$ cat src/rtl/uart_cmd_decoder_pkg.sv
// Shared definitions for the UART command decoder: command byte codes,
// FSM state encoding and the byte-to-command decode helper.
package uart_cmd_decoder_pkg;

    typedef enum logic [1:0] {
        ST_IDLE   = 2'd0,
        ST_DECODE = 2'd1,
        ST_ECHO   = 2'd2,
        ST_HOLD   = 2'd3
    } state_e;

    localparam logic [7:0] CMD_RUN_UC   = 8'h52;
    localparam logic [7:0] CMD_RUN_LC   = 8'h72;
    localparam logic [7:0] CMD_CLR_UC   = 8'h43;
    localparam logic [7:0] CMD_CLR_LC   = 8'h63;
    localparam logic [7:0] CMD_HOUR_UC  = 8'h48;
    localparam logic [7:0] CMD_HOUR_LC  = 8'h68;
    localparam logic [7:0] CMD_MIN_UC   = 8'h4D;
    localparam logic [7:0] CMD_MIN_LC   = 8'h6D;
    localparam logic [7:0] CMD_SEC_UC   = 8'h53;
    localparam logic [7:0] CMD_SEC_LC   = 8'h73;
    localparam logic [7:0] ECHO_INVALID = 8'h3F;

    typedef struct packed {
        logic run;
        logic clear;
        logic hour;
        logic min;
        logic sec;
    } pulse_t;

    typedef struct packed {
        pulse_t     pulses;
        logic [7:0] echo;
    } cmd_t;

    // Case-insensitive match; the echo is always the uppercase letter or '?'.
    function automatic cmd_t decode_cmd(input logic [7:0] b);
        cmd_t c;
        c.pulses = pulse_t'(5'b00000);
        c.echo   = ECHO_INVALID;
        case (b)
            CMD_RUN_UC, CMD_RUN_LC: begin
                c.pulses.run = 1'b1;
                c.echo       = CMD_RUN_UC;
            end
            CMD_CLR_UC, CMD_CLR_LC: begin
                c.pulses.clear = 1'b1;
                c.echo         = CMD_CLR_UC;
            end
            CMD_HOUR_UC, CMD_HOUR_LC: begin
                c.pulses.hour = 1'b1;
                c.echo        = CMD_HOUR_UC;
            end
            CMD_MIN_UC, CMD_MIN_LC: begin
                c.pulses.min = 1'b1;
                c.echo       = CMD_MIN_UC;
            end
            CMD_SEC_UC, CMD_SEC_LC: begin
                c.pulses.sec = 1'b1;
                c.echo       = CMD_SEC_UC;
            end
            default: begin
                c.pulses = pulse_t'(5'b00000);
                c.echo   = ECHO_INVALID;
            end
        endcase
        return c;
    endfunction

endpackage

$ cat src/rtl/uart_cmd_decoder_fifo.sv
// Receive-byte FIFO with extra-MSB pointers so full and empty are told apart
// without a separate occupancy counter.
module cmd_fifo #(
    parameter int DEPTH = 4
) (
    input  logic       clk,
    input  logic       reset,
    input  logic       push,
    input  logic       pop,
    input  logic [7:0] din,
    output logic [7:0] dout,
    output logic       full,
    output logic       empty
);

    localparam int ADDR_W = $clog2(DEPTH);
    localparam int PTR_W  = ADDR_W + 1;

    logic [PTR_W-1:0] wr_ptr_q, wr_ptr_d;
    logic [PTR_W-1:0] rd_ptr_q, rd_ptr_d;
    logic [7:0]       mem_q [DEPTH];
    logic [7:0]       mem_d [DEPTH];

    // Pointer advance and storage write.
    always_comb begin
        wr_ptr_d = push ? (wr_ptr_q + PTR_W'(1)) : wr_ptr_q;
        rd_ptr_d = pop  ? (rd_ptr_q + PTR_W'(1)) : rd_ptr_q;
        for (int i = 0; i < DEPTH; i++) begin
            mem_d[i] = (push && (wr_ptr_q[ADDR_W-1:0] == ADDR_W'(i))) ? din : mem_q[i];
        end
    end

    // FIFO state registers.
    always_ff @(posedge clk or posedge reset) begin
        if (reset) begin
            wr_ptr_q <= '0;
            rd_ptr_q <= '0;
            for (int i = 0; i < DEPTH; i++) begin
                mem_q[i] <= 8'h00;
            end
        end else begin
            wr_ptr_q <= wr_ptr_d;
            rd_ptr_q <= rd_ptr_d;
            for (int i = 0; i < DEPTH; i++) begin
                mem_q[i] <= mem_d[i];
            end
        end
    end

    assign dout  = mem_q[rd_ptr_q[ADDR_W-1:0]];
    assign empty = (wr_ptr_q == rd_ptr_q);
    assign full  = (wr_ptr_q[PTR_W-1] != rd_ptr_q[PTR_W-1]) &&
                   (wr_ptr_q[ADDR_W-1:0] == rd_ptr_q[ADDR_W-1:0]);

endmodule

$ cat src/rtl/uart_cmd_decoder.sv
// Decodes single-letter commands from a UART byte stream into one-cycle
// stopwatch control pulses and optionally echoes each command back.
module uart_cmd_decoder
    import uart_cmd_decoder_pkg::*;
#(
    parameter int          FIFO_DEPTH = 4,
    parameter int unsigned ECHO_EN    = 1
) (
    input  logic       clk,
    input  logic       reset,
    input  logic [7:0] rx_data,
    input  logic       rx_done,
    input  logic       tx_busy,
    output logic       o_pc_run,
    output logic       o_pc_clear,
    output logic       o_pc_hour,
    output logic       o_pc_min,
    output logic       o_pc_sec,
    output logic       tx_start,
    output logic [7:0] tx_data,
    output logic       o_overflow
);

    state_e     state_q, state_d;
    logic [7:0] byte_q, byte_d;
    pulse_t     pulse_q, pulse_d;
    logic       tx_start_q, tx_start_d;
    logic [7:0] tx_data_q, tx_data_d;
    logic       overflow_q, overflow_d;

    logic       fifo_push_s;
    logic       fifo_pop_s;
    logic [7:0] fifo_dout_s;
    logic       fifo_full_s;
    logic       fifo_empty_s;
    cmd_t       cmd_s;

    cmd_fifo #(.DEPTH(FIFO_DEPTH)) u_fifo (
        .clk   (clk),
        .reset (reset),
        .push  (fifo_push_s),
        .pop   (fifo_pop_s),
        .din   (rx_data),
        .dout  (fifo_dout_s),
        .full  (fifo_full_s),
        .empty (fifo_empty_s)
    );

    assign cmd_s = decode_cmd(byte_q);

    // A pop in the same cycle frees a slot, so a full FIFO can still accept.
    always_comb begin
        fifo_push_s = rx_done && (!fifo_full_s || fifo_pop_s);
        overflow_d  = overflow_q || (rx_done && fifo_full_s && !fifo_pop_s);
    end

    // Next-state and registered-output logic of the command FSM.
    always_comb begin
        state_d    = state_q;
        byte_d     = byte_q;
        pulse_d    = pulse_t'(5'b00000);
        tx_start_d = 1'b0;
        tx_data_d  = tx_data_q;
        fifo_pop_s = 1'b0;
        case (state_q)
            ST_IDLE: begin
                if (!fifo_empty_s) begin
                    fifo_pop_s = 1'b1;
                    byte_d     = fifo_dout_s;
                    state_d    = ST_DECODE;
                end else begin
                    state_d = ST_IDLE;
                end
            end
            ST_DECODE: begin
                pulse_d = cmd_s.pulses;
                if (ECHO_EN != 32'd0) begin
                    state_d = ST_ECHO;
                end else begin
                    state_d = ST_IDLE;
                end
            end
            ST_ECHO: begin
                if (!tx_busy) begin
                    tx_start_d = 1'b1;
                    tx_data_d  = cmd_s.echo;
                    state_d    = ST_HOLD;
                end else begin
                    state_d = ST_ECHO;
                end
            end
            // One dead cycle lets uart_tx raise tx_busy before the next echo.
            ST_HOLD: begin
                state_d = ST_IDLE;
            end
            default: begin
                state_d = ST_IDLE;
            end
        endcase
    end

    // FSM and output registers.
    always_ff @(posedge clk or posedge reset) begin
        if (reset) begin
            state_q    <= ST_IDLE;
            byte_q     <= 8'h00;
            pulse_q    <= pulse_t'(5'b00000);
            tx_start_q <= 1'b0;
            tx_data_q  <= 8'h00;
            overflow_q <= 1'b0;
        end else begin
            state_q    <= state_d;
            byte_q     <= byte_d;
            pulse_q    <= pulse_d;
            tx_start_q <= tx_start_d;
            tx_data_q  <= tx_data_d;
            overflow_q <= overflow_d;
        end
    end

    assign o_pc_run   = pulse_q.run;
    assign o_pc_clear = pulse_q.clear;
    assign o_pc_hour  = pulse_q.hour;
    assign o_pc_min   = pulse_q.min;
    assign o_pc_sec   = pulse_q.sec;
    assign tx_start   = tx_start_q;
    assign tx_data    = tx_data_q;
    assign o_overflow = overflow_q;

endmodule

$ cat config.mk
export PLATFORM = sky130hd
export DESIGN_NAME = uart_cmd_decoder
export DESIGN_NICKNAME = d
export VERILOG_FILES = /design/src/rtl/uart_cmd_decoder_pkg.sv /design/src/rtl/uart_cmd_decoder_fifo.sv /design/src/rtl/uart_cmd_decoder.sv
export SDC_FILE = /design/constraint.sdc
export NUM_CORES = 1
export LEC_CHECK = 0
export CAP_MARGIN = 40
export CORE_ASPECT_RATIO = 2
export CORE_MARGIN = 4
export CORE_UTILIZATION = 50
export DETAILED_ROUTE_END_ITERATION = 6
export HOLD_SLACK_MARGIN = 0.02
export PLACE_DENSITY = 0.8
export SLEW_MARGIN = 20
export SYNTH_ARGS = -nofsm -noshare
export SYNTH_HDL_FRONTEND = slang
export SYNTH_SLANG_ARGS = --single-unit
$ cat constraint.sdc
create_clock -name clk -period 2 [get_ports clk]
set_input_delay 0.3 -clock clk [delete_from_list [all_inputs] [get_ports clk]]
set_output_delay 0.3 -clock clk [all_outputs]
set_load 0.01 [all_outputs]
==> reports/qor.csv, run 1 <==
metric;value;unit
post-synthesis cell type count;41;
pin count of the biggest net entering global routing;58;
Critical Path Source Type;register;
gr busiest metal;met2;
outcome;completed;
placeable core region;4950;µm²
TritonCTS clock tree;built;
Post-route DRC;0;
floorplan die height;110;µm
cell chosen for the clock root;clkbuf_8;
via count of the first global-routing pass;1604;
clock-pin slew on the worst setup and hold paths;60;ps
fillcell total;382;
power per cell area;1660;nW/µm²
maximum vdd ir drop;0.990;mV
CP Capture Type;register;
Detail Route Antenna Nets;0;
length of the first detailed-routing pass in iterations;4;
PostCTS Resize Cnt;0;
clock tree buffer depth;2;
GR Layer Usage met3;4.20;%
GR met2 Demand/Resource;26.7;%
layout cells sized above 1;29.6;%
Overall Global Routing Usage;15.7;%
TritonCTS buffer count;9;
count of warnings emitted by yosys;0;
final critical path time including I/O delays and setup;1830;ps
MaxCap Viol Count;0;
Final setup viols;0;
wire length of the first global-routing pass;7200;µm
count of standard-cell rows;36;
met1 Usage GRT;15.3;%
commonest cells after routing, fill and taps aside;dfrtp_1, mux2_2, clkdlybuf4s50_1;
setup repair after global routing missed its margin;no;
vias per cell;5.50;
maximum fanout along the worst path;7;
average wire length per cell after detail routing;15.9;µm
share of the core filled with cells in the final layout;63.4;%
maximum level of the CTS H-tree;3;
Seq cells post-synth;57;
register-to-register path setup slack;170;ps
Worst Path Class, Setup;reg2reg;
post-route setup TNS;0;ps
Horiz. Die Dim;59.0;µm
Final GP Congestion;0.765;
synthesized area;2600;µm²
# hold bufs at CTS;0;
Final Hold Vio Count;0;
half-perimeter wire length of the detailed placement result;3130;µm
standby leakage power;1.37;nW
library cell with the largest summed area after synthesis;dfrtp_1;
Req. time, crit path;2210;ps
depth of the most critical reg-to-reg path;4;
largest cells by area after synthesis;dfrtp_1, mux2_2, mux4_1, ha_1, xnor2_1;
CTS sink cnt;57;
number of synthesized flops with an enable pin;0;
worst setup path startpoint;u_fifo.wr_ptr_q[1];
starting density of the core;52.5;%
Avg Synthesized Cell Area;14.1;µm²
vias post-DR;1540;
share of Yosys cell area claimed by the top area cell type;54.8;%
reg-to-reg critical path startpoint;u_fifo.wr_ptr_q[1];
share of the cycle needed by the critical path after routing;91.6;%
total overflow reported by the global router;0;
kind of path behind the tightest hold check;in2async;
max-slew violations;0;
Area Growth Syn to Fin;20.8;%
Clock Skews;8.73;ps
maximum operating frequency;546;MHz
share of synthesized registers carrying an async set or reset;100;%
WP data arrival;2050;ps
DRT Wirelength;4460;µm
top_reg_cell synth;dfrtp_1;
syn nets;205;
initial drt markers;47;
number of buffers inserted to repair setup after CTS;0;
antenna violations before repair;0;
I/O pins;27;
die footprint;6490;µm²
clock insertion delay at the later pin of the skew report;330;ps
Seq/Total Area, Yosys;54.8;%
final antenna diode count;0;
synthesized instance count;185;
# nets final;239;
worst setup path endpoint;u_fifo.mem_q[20];
port buffer count;24;
Crit Reg-Reg Endpoint;u_fifo.mem_q[20];
most common cell after layout, fill and taps aside;dfrtp_1;
## power by group
part	switching, W	internal, W	total (W)	leakage [nW]
logic	0.000891	0.00117	0.00206	0.583
clock network	0.000430	0.000702	0.00113	0.112
registers	0.000317	0.00170	0.00201	0.678
## logic make-up after synthesis
logic type / share of synthesized area (%)
buffers and inverters: 2.93
multiplexers: 23.5
XOR/XNOR: 2.36
flip-flops: 54.8
AND/OR/NAND/NOR: 6.97
AO/OA/AOI/OAI: 5.48
adder cells (fa/ha/maj): 3.85
other: 0.144
## cell usage after synthesis, types with 2 or more instances
| cell type | number |
|---|---|
| o211ai_1 | 2 |
| nand2_2 | 3 |
| mux4_1 | 7 |
| clkbuf_1 | 3 |
| o21ai_0 | 5 |
| nand2_1 | 9 |
| ha_1 | 8 |
| inv_1 | 8 |
| nor2_1 | 7 |
| o21bai_1 | 2 |
| nand2b_1 | 3 |
| dfrtp_1 | 57 |
| buf_4 | 2 |
| xor2_1 | 2 |
| mux2_2 | 36 |
| nor3_1 | 2 |
| xnor2_1 | 5 |
## worst max-delay path, cell delays in order, from the launching register on
cell and delay (ps):
dfrtp_1 420, xnor2_1 380, a41oi_4 280, nand2_2 270, mux2_2 370
## stage by stage
step                      instances  worst slack [ps]  hold slack, ps  total power (W)  area (µm²)
after floorplan                 185               239             432          0.00355        2600
after global placement          265               145             460          0.00401        2930
after detailed placement        265               113             467          0.00412        2930
after CTS                       280               161             341          0.00527        3140
after global routing            280              49.5             372          0.00554        3140
final                           280               168             324          0.00521        3140
## area by class of cell
class / instances / area, µm² / area share, %
timing repair buffer: 30 / 298 / 9.47
clock buffer: 13 / 179 / 5.69
tap: 57 / 71.3 / 2.27
clock inverter: 2 / 35.0 / 1.11
inverter: 9 / 33.8 / 1.07
multi-input combinational: 112 / 1100 / 35.0
sequential: 57 / 1430 / 45.4
## registers in the layout, summed over array words and instances (netlist names), 2 cells and up
| register | cells |
|---|---|
| state_q | 2 |
| tx_data | 7 |
| u_fifo.mem_q | 28 |
| byte_q | 7 |
| u_fifo.rd_ptr_q | 3 |
| u_fifo.wr_ptr_q | 3 |
## worst min path at each step
stage	start	endpoint
2_1_floorplan	rx_data[1]	u_fifo.mem_q[9]
3_3_place_gp	o_overflow	o_overflow
3_5_place_dp	o_overflow	o_overflow
4_1_cts	reset	tx_data[2]
5_1_grt	reset	tx_start
6_report	reset	tx_start
## layer usage
metal	part of all wire (%)	up-vias
li1	-	725
met4	4.3	0
met3	3.6	14
met5	0	-
met1	38	764
met2	55	37
Note: power is estimated with default switching activity, not from simulation.
==> inputs of run 2 (changes only) <==
CORE_MARGIN = not set   (was 4)
PLACE_DENSITY = 0.79   (was 0.8)
SETUP_SLACK_MARGIN = 0.02   (was not set)
SYNTH_HIERARCHICAL = 1   (was not set)
==> run 2 against run 1 <==
Effect of this change:
- sequential share of layout area shrank 3.4 points
- design area grew 8.0%
- routed wire length grew 9.5%
==> reports/qor.csv, run 2 <==
metric;value;unit;change
max reg flops;28;;unchanged
Avg Synthesized Cell Area;13.7;µm²;-2.7%
I/O pins;27;;unchanged
CTS sink cnt;57;;unchanged
WP data arrival;2140;ps;+90 ps
Detail Route Antenna Nets;0;;unchanged
maximum vdd ir drop;1.11;mV;+12%
synthesized area;2740;µm²;+5.2%
Req. time, crit path;2220;ps;about the same
average wire length per cell after detail routing;15.9;µm;-0.13%
worst-case hold slack;330;ps;+5.26 ps
maximum fanout along the worst path;8;;+1
floorplan die height;107;µm;-3.1%
Critical Path Source Type;register;;
placeable core region;5180;µm²;+4.6%
final standard cell count with taps included and fillers excluded;307;;+9.6%
antenna violations before repair;0;;unchanged
Post-route DRC;0;;unchanged
highest cell delay on the worst timing path;410;ps;about the same
Overall Global Routing Usage;20.2;%;+4.5 points
standby leakage power;1.60;nW;+16%
initial drt markers;38;;-19%
die footprint;5800;µm²;-11%
Sequential Area;1430;µm²;unchanged
MaxCap Viol Count;0;;unchanged
half-perimeter wire length of the detailed placement result;3530;µm;+13%
overall power;0.00584;W;+12%
DRT Wirelength;4890;µm;+9.5%
Horiz. Die Dim;54.3;µm;-7.9%
total overflow reported by the global router;0;;unchanged
register-to-register path setup slack;80;ps;-90 ps
CP Capture Type;register;;
synthesized instance count;200;;+8.1%
Clock Skews;9.09;ps;+0.367 ps
vias post-DR;1624;;+5.5%
area occupied by multi-input gates;1260;µm²;+15%
GR met2 Demand/Resource;34.1;%;+7.5 points
final antenna diode count;0;;unchanged
TritonCTS buffer count;9;;unchanged
cell chosen for the clock root;clkbuf_8;;
pin count of the biggest net entering global routing;35;;-40%
wire length of the first global-routing pass;7980;µm;+11%
Final Hold Vio Count;0;;unchanged
starting density of the core;52.8;%;+0.30 points
cells along the critical path;xnor2_2, nor3b_2, nand2b_1, a21boi_4, buf_8, nand2_8, mux2_4;;
share of the cycle needed by the critical path after routing;96.0;%;+4.4 points
Worst Path Class, Setup;reg2reg;;
final critical path time including I/O delays and setup;1920;ps;+87.2 ps
# nets final;265;;+11%
syn nets;221;;+7.8%
maximum level of the CTS H-tree;3;;unchanged
Area Growth Syn to Fin;24.0;%;
worst setup path startpoint;u_fifo/wr_ptr_q[2];;
vias per cell;5.29;;-3.8%
layout cells sized above 1;33.7;%;+4.1 points
Crit Reg-Reg Endpoint;u_fifo/mem_q[6];;
clock insertion delay at the later pin of the skew report;340;ps;about the same
via count of the first global-routing pass;1694;;+5.6%
GR Layer Usage met3;5.53;%;+1.3 points
met1 Usage GRT;21.0;%;+5.7 points
TritonCTS clock tree;built;;
clock-pin slew on the worst setup and hold paths;70;ps;about the same
length of the first detailed-routing pass in iterations;4;;unchanged
Slowest-stage cell, CP;dfrtp_1;;
commonest cells after routing, fill and taps aside;dfrtp_1, nand2_1, mux2_4;;
port buffer count;24;;unchanged
outcome;completed;;
count of standard-cell rows;37;;+2.8%
Final GP Congestion;0.820;;+7.2%
count of warnings emitted by yosys;6;;+6
gr busiest metal;met2;;
Inst Count DP;290;;+9.4%
kind of path behind the tightest hold check;in2async;;
setup repair after global routing missed its margin;yes;;
reg-to-reg critical path startpoint;u_fifo/wr_ptr_q[2];;
maximum operating frequency;521;MHz;-4.5%
max-slew violations;0;;unchanged
most common cell after layout, fill and taps aside;dfrtp_1;;
register containing the most flip-flops in the final layout;u_fifo/mem_q;;
depth of the most critical reg-to-reg path;7;;+3
worst setup path endpoint;u_fifo/mem_q[6];;
Final setup viols;0;;unchanged
clock tree buffer depth;2;;unchanged
fillcell total;400;;+4.7%
power per cell area;1720;nW/µm²;+3.8%
[run 2: repair_timing]
item | CTS | global route
setup endpoints to repair | 0 | 22
hold buffers | 0 | 0
gates resized for setup | 0 | 7
endpoints found under the hold margin | 0 | 0
buffers inserted | 0 | 1
[run 2: layout make-up]
| class | count | share of cell area, % |
|---|---|---|
| clock buffers | 11 | 4.46 |
| repair buffers | 40 | 10.8 |
| clock inverters | 5 | 2.28 |
| multi-input cells | 126 | 37.2 |
| flip-flops and latches | 57 | 42.0 |
| well taps | 58 | 2.14 |
| inverters | 10 | 1.11 |
[run 2: where the power goes]
group	switching [W]	internal [W]	total [W]	leakage [nW]
clock network	0.000462	0.000764	0.00123	0.115
logic	0.00106	0.00148	0.00255	0.803
registers	0.000388	0.00168	0.00207	0.680
[run 2: how the worst min path moves through the flow]
stage | start | end | depth (start not counted)
2_1_floorplan | reset | byte_q[0] | 1
3_3_place_gp | tx_data[3] | tx_data[3] | 2
3_5_place_dp | o_overflow | o_overflow | 1
4_1_cts | reset | byte_q[7] | 3
5_1_grt | reset | o_pc_run | 3
6_report | reset | byte_q[6] | 3
[run 2: per-stage QoR]
step	setup TNS, ps	worst slack (ps)	util, %	instance area, µm²
floorplan	0	59.8	-	2740
global route	0	10.8	65.5	3400
finish	0	80.8	65.5	3400
detailed placement	0	58.2	60.1	3120
global placement	-6680	-243	59.9	3100
CTS	0	33.5	64.5	3340
[run 2: critical path: cells and delay by family, from the launching register on]
family | cells | cell delay, ps
DFF | 1 | 410
buffers and inverters | 1 | 190
muxes | 1 | 320
xor gates and xnor gates | 1 | 160
AOI/OAI and AO/OA | 1 | 250
and+or+nand+nor | 3 | 470
[run 2: per-layer routing]
metal,share of wire (%),vias up
li1,-,765
met5,0,-
met1,38,818
met2,57,31
met3,2.1,10
met4,2.9,0
